<file path="config.mk">
export PLATFORM = sky130hd
export DESIGN_NAME = mem_access_guard
export DESIGN_NICKNAME = d
export VERILOG_FILES = /design/src/rtl/mem_access_guard_pkg.sv /design/src/rtl/mem_access_guard_region_match.sv /design/src/rtl/mem_access_guard.sv
export SDC_FILE = /design/constraint.sdc
export NUM_CORES = 1
export LEC_CHECK = 0
export BUFFER_PORTS_ARGS = -buffer_cell sky130_fd_sc_hd__buf_2
export CAP_MARGIN = 20
export CELL_PAD_IN_SITES_DETAIL_PLACEMENT = 2
export CELL_PAD_IN_SITES_GLOBAL_PLACEMENT = 2
export CORE_ASPECT_RATIO = 1.4
export CORE_MARGIN = 4
export CORE_UTILIZATION = 30
export CTS_CLUSTER_DIAMETER = 50
export DETAILED_ROUTE_END_ITERATION = 10
export GPL_TIMING_DRIVEN = 1
export HOLD_SLACK_MARGIN = 0.05
export PLACE_DENSITY_LB_ADDON = 0.1
export SLEW_MARGIN = 5
export SYNTH_ARGS = -nofsm -noshare
export SYNTH_HDL_FRONTEND = slang
export SYNTH_SLANG_ARGS = --single-unit
</file>
<file path="constraint.sdc">
create_clock -name clk -period 2.6 [get_ports clk]
set_input_delay 0.13 -clock clk [delete_from_list [all_inputs] [get_ports clk]]
set_output_delay 0.13 -clock clk [all_outputs]
set_load 0.02 [all_outputs]
</file>
<file path="src/rtl/mem_access_guard_pkg.sv">
// ============================================================================
// Module      : mem_access_guard_pkg
// Description : Shared access-check codes, DM mode encodings and window
//               defaults used by the memory access guard.
// Revision    : 1.0
// ============================================================================
`default_nettype none

package mem_access_guard_pkg;

    // Validity bit positions and whole-code values
    localparam int AC_MISALIGN = 0;
    localparam int AC_RANGE    = 1;
    localparam int AC_PERM     = 2;
    localparam logic [2:0] AC_OK      = 3'b000;
    localparam logic [2:0] AC_ILLEGAL = 3'b111;

    // Permission bit positions inside each {W,R} pair
    localparam int PERM_R = 0;
    localparam int PERM_W = 1;

    typedef enum logic [2:0] {
        DM_W = 3'b000,
        DM_H = 3'b001,
        DM_B = 3'b010
    } dm_mode_e;

    // Default bridge/memory windows, region 0 in the LSBs
    localparam logic [127:0] DEF_REGION_BASE  = {32'h0000_3000, 32'h0000_7F10,
                                                 32'h0000_7F00, 32'h0000_0000};
    localparam logic [127:0] DEF_REGION_LIMIT = {32'h0000_4FFF, 32'h0000_7F1B,
                                                 32'h0000_7F0B, 32'h0000_2FFF};
    localparam logic [7:0]   DEF_REGION_PERM  = {2'b01, 2'b11, 2'b11, 2'b11};

    typedef struct packed {
        logic [2:0] validity;
        logic [2:0] region;
    } mag_rsp_t;

    // Access size in bytes; 0 marks an unknown mode
    function automatic logic [2:0] mode_size(input logic [2:0] mode);
        case (mode)
            DM_W:    mode_size = 3'd4;
            DM_H:    mode_size = 3'd2;
            DM_B:    mode_size = 3'd1;
            default: mode_size = 3'd0;
        endcase
    endfunction

endpackage

`default_nettype wire

</file>
<file path="src/rtl/mem_access_guard_region_match.sv">
// ============================================================================
// Module      : mag_region_match
// Description : Combinational containment test of one access against one
//               inclusive address window.
// Revision    : 1.0
// ============================================================================
`default_nettype none

module mag_region_match #(
    parameter int ADDR_W = 32
) (
    input  logic [ADDR_W-1:0] addr,
    input  logic [2:0]        size,
    input  logic [ADDR_W-1:0] base,
    input  logic [ADDR_W-1:0] limit,
    output logic              hit
);

    // One extra bit so an access running past the top of memory cannot alias low
    logic [ADDR_W:0] w_last;

    assign w_last = {1'b0, addr} + {{(ADDR_W-2){1'b0}}, size} - {{ADDR_W{1'b0}}, 1'b1};
    assign hit    = (size != 3'd0) && (addr >= base) && (w_last <= {1'b0, limit});

endmodule

`default_nettype wire

</file>
<file path="src/rtl/mem_access_guard.sv">
// ============================================================================
// Module      : mem_access_guard
// Description : Registered load/store window, alignment and permission checker
//               with first-fault capture and saturating fault counter.
// Revision    : 1.0
// ============================================================================
`default_nettype none

module mem_access_guard
    import mem_access_guard_pkg::*;
#(
    parameter int                             ADDR_W       = 32,
    parameter int                             NUM_REGIONS  = 4,
    parameter logic [NUM_REGIONS*ADDR_W-1:0]  REGION_BASE  = DEF_REGION_BASE,
    parameter logic [NUM_REGIONS*ADDR_W-1:0]  REGION_LIMIT = DEF_REGION_LIMIT,
    parameter logic [NUM_REGIONS*2-1:0]       REGION_PERM  = DEF_REGION_PERM,
    parameter int                             FCNT_W       = 8
) (
    input  logic              clk,
    input  logic              reset,
    input  logic              req_valid,
    input  logic [ADDR_W-1:0] req_addr,
    input  logic [2:0]        req_mode,
    input  logic              req_we,
    input  logic              stall,
    input  logic              fault_ack,
    output logic              rsp_valid,
    output logic [2:0]        rsp_validity,
    output logic [2:0]        rsp_region,
    output logic              fault_pending,
    output logic [ADDR_W-1:0] fault_addr,
    output logic [2:0]        fault_code,
    output logic              fault_we,
    output logic [FCNT_W-1:0] fault_count
);

    logic [2:0]             w_size;
    logic                   w_misalign;
    logic [NUM_REGIONS-1:0] w_hit;
    logic                   w_any_hit;
    logic [2:0]             w_region;
    logic [1:0]             w_perm;
    logic                   w_allowed;
    mag_rsp_t               w_rsp;
    logic                   w_fault;

    logic                   r_rsp_valid;
    logic [2:0]             r_rsp_validity;
    logic [2:0]             r_rsp_region;
    logic                   r_rsp_new;
    logic [ADDR_W-1:0]      r_rsp_addr;
    logic                   r_rsp_we;
    logic                   r_fault_pending;
    logic [ADDR_W-1:0]      r_fault_addr;
    logic [2:0]             r_fault_code;
    logic                   r_fault_we;
    logic [FCNT_W-1:0]      r_fault_count;

    genvar g;
    generate
        for (g = 0; g < NUM_REGIONS; g++) begin : g_region
            mag_region_match #(
                .ADDR_W (ADDR_W)
            ) u_match (
                .addr  (req_addr),
                .size  (w_size),
                .base  (REGION_BASE[g*ADDR_W +: ADDR_W]),
                .limit (REGION_LIMIT[g*ADDR_W +: ADDR_W]),
                .hit   (w_hit[g])
            );
        end
    endgenerate

    always_comb begin
        w_size     = mode_size(req_mode);
        w_misalign = ((req_mode == DM_W) && (req_addr[1:0] != 2'b00)) ||
                     ((req_mode == DM_H) && req_addr[0]);
        w_region   = 3'd0;
        w_perm     = 2'b00;
        // Scan downwards so the lowest matching index is the one left standing
        for (int i = NUM_REGIONS - 1; i >= 0; i--) begin
            if (w_hit[i]) begin
                w_region = 3'(i);
                w_perm   = REGION_PERM[2*i +: 2];
            end
        end
        w_any_hit = |w_hit;
        w_allowed = req_we ? w_perm[PERM_W] : w_perm[PERM_R];

        w_rsp = '0;
        if (w_size == 3'd0) begin
            w_rsp.validity = AC_ILLEGAL;
        end else begin
            w_rsp.validity[AC_MISALIGN] = w_misalign;
            w_rsp.validity[AC_RANGE]    = ~w_any_hit;
            w_rsp.validity[AC_PERM]     = w_any_hit & ~w_allowed;
            w_rsp.region                = w_any_hit ? w_region : 3'd0;
        end
    end

    // Response stage; r_rsp_new marks a response that has not yet been seen by fault logic
    always_ff @(posedge clk or posedge reset) begin
        if (reset) begin
            r_rsp_valid    <= 1'b0;
            r_rsp_validity <= AC_OK;
            r_rsp_region   <= 3'd0;
            r_rsp_new      <= 1'b0;
            r_rsp_addr     <= '0;
            r_rsp_we       <= 1'b0;
        end else if (stall) begin
            r_rsp_new      <= 1'b0;
        end else begin
            r_rsp_new      <= 1'b1;
            r_rsp_valid    <= req_valid;
            r_rsp_addr     <= req_addr;
            r_rsp_we       <= req_we;
            if (req_valid) begin
                r_rsp_validity <= w_rsp.validity;
                r_rsp_region   <= w_rsp.region;
            end else begin
                r_rsp_validity <= AC_OK;
                r_rsp_region   <= 3'd0;
            end
        end
    end

    assign w_fault = r_rsp_new & r_rsp_valid & (r_rsp_validity != AC_OK);

    always_ff @(posedge clk or posedge reset) begin
        if (reset) begin
            r_fault_pending <= 1'b0;
            r_fault_addr    <= '0;
            r_fault_code    <= AC_OK;
            r_fault_we      <= 1'b0;
            r_fault_count   <= '0;
        end else begin
            // An acknowledge frees the capture slot in the same cycle a new fault arrives
            if (w_fault && (!r_fault_pending || fault_ack)) begin
                r_fault_pending <= 1'b1;
                r_fault_addr    <= r_rsp_addr;
                r_fault_code    <= r_rsp_validity;
                r_fault_we      <= r_rsp_we;
            end else if (fault_ack) begin
                r_fault_pending <= 1'b0;
            end
            if (w_fault && (r_fault_count != {FCNT_W{1'b1}})) begin
                r_fault_count <= r_fault_count + FCNT_W'(1);
            end
        end
    end

    assign rsp_valid     = r_rsp_valid;
    assign rsp_validity  = r_rsp_validity;
    assign rsp_region    = r_rsp_region;
    assign fault_pending = r_fault_pending;
    assign fault_addr    = r_fault_addr;
    assign fault_code    = r_fault_code;
    assign fault_we      = r_fault_we;
    assign fault_count   = r_fault_count;

endmodule

`default_nettype wire

</file>
==> impl_metrics.env <==
export IMPL_met2_length_um=15400
export IMPL_wl_per_cell_um=21.9
export IMPL_cpMaxStageDelayCell="o31a_1"
export IMPL_place_hpwl_um=22400
export IMPL_cts_tree="done"
export IMPL_hold_path_depth=3
export IMPL_die_h_um=179
export IMPL_core_um2=20500
export IMPL_synth_top_area_frac=0.341
export IMPL_async_reset_ff_frac=1.00
export IMPL_cp_cell_sequence="buf_8 -> nor2_4 -> nand2_2 -> ha_4 -> inv_2 -> ha_4 -> inv_2 -> fa_2 -> and2b_1 -> o2111a_2 -> o31a_1 -> or3_1 -> a211oi_2 -> o211ai_1 -> o31a_1 -> o21a_1 -> a32o_1"
export IMPL_yosys_area_top_type="dfrtp_1"
export IMPL_wirelength_met1_um=9490
export IMPL_synth_flop_cell="dfrtp_1"
export IMPL_dieArea_um2=23200
export IMPL_antenna_found_initial=0
export IMPL_antenna_cells=0
export IMPL_grt_overflow=0
export IMPL_post_route_cell_area_um2=9040
export IMPL_power_total_mw=5.57
export IMPL_firstDrtPassIters=4
export IMPL_drv_slew=0
export IMPL_holdWs_ns=0.108
export IMPL_synth_cells=682
export IMPL_cellLeakagePower_nw=4.47
export IMPL_clock_latency_ns=0.35
export IMPL_violations="setup timing"
export IMPL_syn2layout_area_growth_pct=45.0
export IMPL_ys_seq_elements=85
export IMPL_avgViaCountPerCell=5.29
export IMPL_nNetsFinal=1069
export IMPL_hold_viol=0
export IMPL_layout_common_cells="buf_4, buf_2, dfrtp_1"
export IMPL_pwr_density_cell_nw_per_um2=616
export IMPL_clkSinkCount=85
export IMPL_post_route_util=0.442
export IMPL_ys_types=91
export IMPL_wl_met3_um=682
export IMPL_crit_path_max_incr_delay_ns=0.34
export IMPL_crit_path_end_kind="register"
export IMPL_final_common_cell="buf_4"
export IMPL_initial_core_util=0.304
export IMPL_place_ws_ns=-1.12
export IMPL_cp_max_fo=3
export IMPL_fp_row_count=62
export IMPL_synth_area_um2=6240
export IMPL_synth_warnings=0
export IMPL_grt_pass1_wl_um=41500
export IMPL_synth_edf_count=0
export IMPL_setup_ws_ns=-0.519
export IMPL_drv_cap=0
export IMPL_hold_class="in2reg"
export IMPL_drtAntennaViolNets=0
export IMPL_die_w_um=130
export IMPL_outcome="finished, violations left"
export IMPL_portBuffers=91
export IMPL_path_class="in2reg"
export IMPL_dr_total_vias=6532
export IMPL_syn_nets=778
export IMPL_yosysSeqAreaShare=0.341
export IMPL_start_kind="primary input"
export IMPL_top_layer="met4"
export IMPL_final_setup_tns_ns=-1.86
export IMPL_grt_start_max_net_pins=73
export IMPL_place_inst=1213
export IMPL_worstPathArrival_ns=3.36
export IMPL_grt_use_total=0.236
export IMPL_clock_fmax_ghz=0.321
export IMPL_routed_wl_um=27000
export IMPL_drive_gt1_frac=0.404
export IMPL_max_slew_margin_rel=0.450
export IMPL_numCtsBuffers=9
export IMPL_peakVddDrop_v=0.000392
export IMPL_clk_pin_slew_worst_paths_ns=0.06
export IMPL_fill_cells=2322
export IMPL_synthTopCellsByArea="dfrtp_1, ha_1, mux2_2"
export IMPL_crit_family="compound AO/OA/AOI/OAI gates"
export IMPL_fin_crit_sh=1.20
export IMPL_drcViolationCount=0
export IMPL_crit_buf_inv=3
export IMPL_critPathRequiredTime_ns=2.84
export IMPL_place_gp_congestion=0.930
export IMPL_io_pins=93
export IMPL_crit_cells=17
export IMPL_grt_pass1_vias=7463
export IMPL_stdcell_count=1234
export IMPL_setup_viol=4
export IMPL_dr_first_iter_drc_count=202
export IMPL_reg2regPathDepth=6
export IMPL_rsz0062_at_grt="yes"
export IMPL_clk_path_buf_depth=2
export IMPL_clockRootBuffer="clkbuf_16"
export IMPL_synth_avg_cell_area_um2=9.14
export IMPL_period_minus_slack_ns=3.12
export IMPL_htreeDepth=3
export IMPL_worstMarginPinSlew_ns=0.814
export IMPL_place_area_um2=8510
export IMPL_fin_worst_skew_ns=0.00641
==> worst paths after layout <==
path                                      from             end  slack (ns)
worst max-delay path               req_mode[1]   rsp_region[1]       -0.52
min in group asynchronous                reset  fault_addr[10]        0.42
worst min-delay path               req_addr[6]   r_rsp_addr[6]        0.11
max in group asynchronous                reset  fault_addr[24]        1.50
worst min register to register  r_rsp_addr[15]  r_rsp_addr[15]        0.49
worst max register to register  fault_count[4]  fault_count[7]        0.70
==> registers in the layout, summed over array words and instances (netlist names) <==
register	count
rsp_valid	1
rsp_region	2
fault_code	3
fault_we	1
r_rsp_new	1
fault_count	8
r_rsp_we	1
fault_pending	1
r_rsp_addr	32
fault_addr	32
rsp_validity	3
==> where the power goes <==
group,switching [mW],total (mW),internal (mW)
Combinational,1.27,2.25,0.988
Clock,0.569,1.52,0.951
Sequential,0.187,1.80,1.61
Total,2.02,5.57,3.55
==> synth_stat cells (4+ instances only) <==
library cell,number
dfrtp_1,85
nand2_1,62
o21ai_0,61
inv_1,58
ha_1,54
mux2_2,38
a21oi_1,31
nor2_1,24
nor2b_1,15
nand3_1,14
and3_1,12
a21o_1,11
nor3_1,11
xnor2_1,11
clkbuf_1,10
o211ai_1,10
a31oi_1,9
nand2b_1,9
o31ai_1,9
nand4_1,8
o21a_1,8
o21ai_1,5
or3_1,5
a211o_1,4
a32o_1,4
mux2i_1,4
nand3b_1,4
o31a_1,4
o41ai_1,4
==> area by class of cell <==
type,instances,area [um2],share of cell area
timing repair buffer,299,2050,0.227
multi-input combinational,519,3970,0.439
clock inverter,6,119,0.0131
tap,256,320,0.0354
sequential,85,2130,0.235
clock buffer,10,229,0.0253
inverter,59,223,0.0246
==> layer usage <==
metal | vias to the layer above | track usage
met5 | - | 0
met4 | 0 | 0.120
met3 | 53 | 0.0309
met2 | 116 | 0.472
met1 | 3282 | 0.227
li1 | 3081 | -
==> timing repair <==
action	4_1_cts	5_1_grt
resized for setup	12	19
hold buffers	3	0
pin swaps	6	1
endpoints found under the setup margin	4	4
buffers inserted	2	0
hold endpoints to repair	41	0
==> cells by family after synthesis <==
| kind of cell | after synthesis | synth area share |
|---|---|---|
| buffers and inverters | 78 | 0.0490 |
| XOR/XNOR | 12 | 0.0169 |
| adder cells (fa/ha/maj) | 56 | 0.113 |
| AO/OA/AOI/OAI | 204 | 0.220 |
| multiplexers | 42 | 0.0750 |
| flip-flops | 85 | 0.341 |
| other | 1 | 0.000601 |
| AND/OR/NAND/NOR | 204 | 0.185 |
==> worst register-to-register path: stages (launching register included) <==
cell	delay (ns)
dfrtp_1	0.41
and3_1	0.22
and3_1	0.20
a31oi_1	0.46
and3_1	0.28
nand2_1	0.08
xnor2_1	0.17
Power figures use the tool's default switching activity.
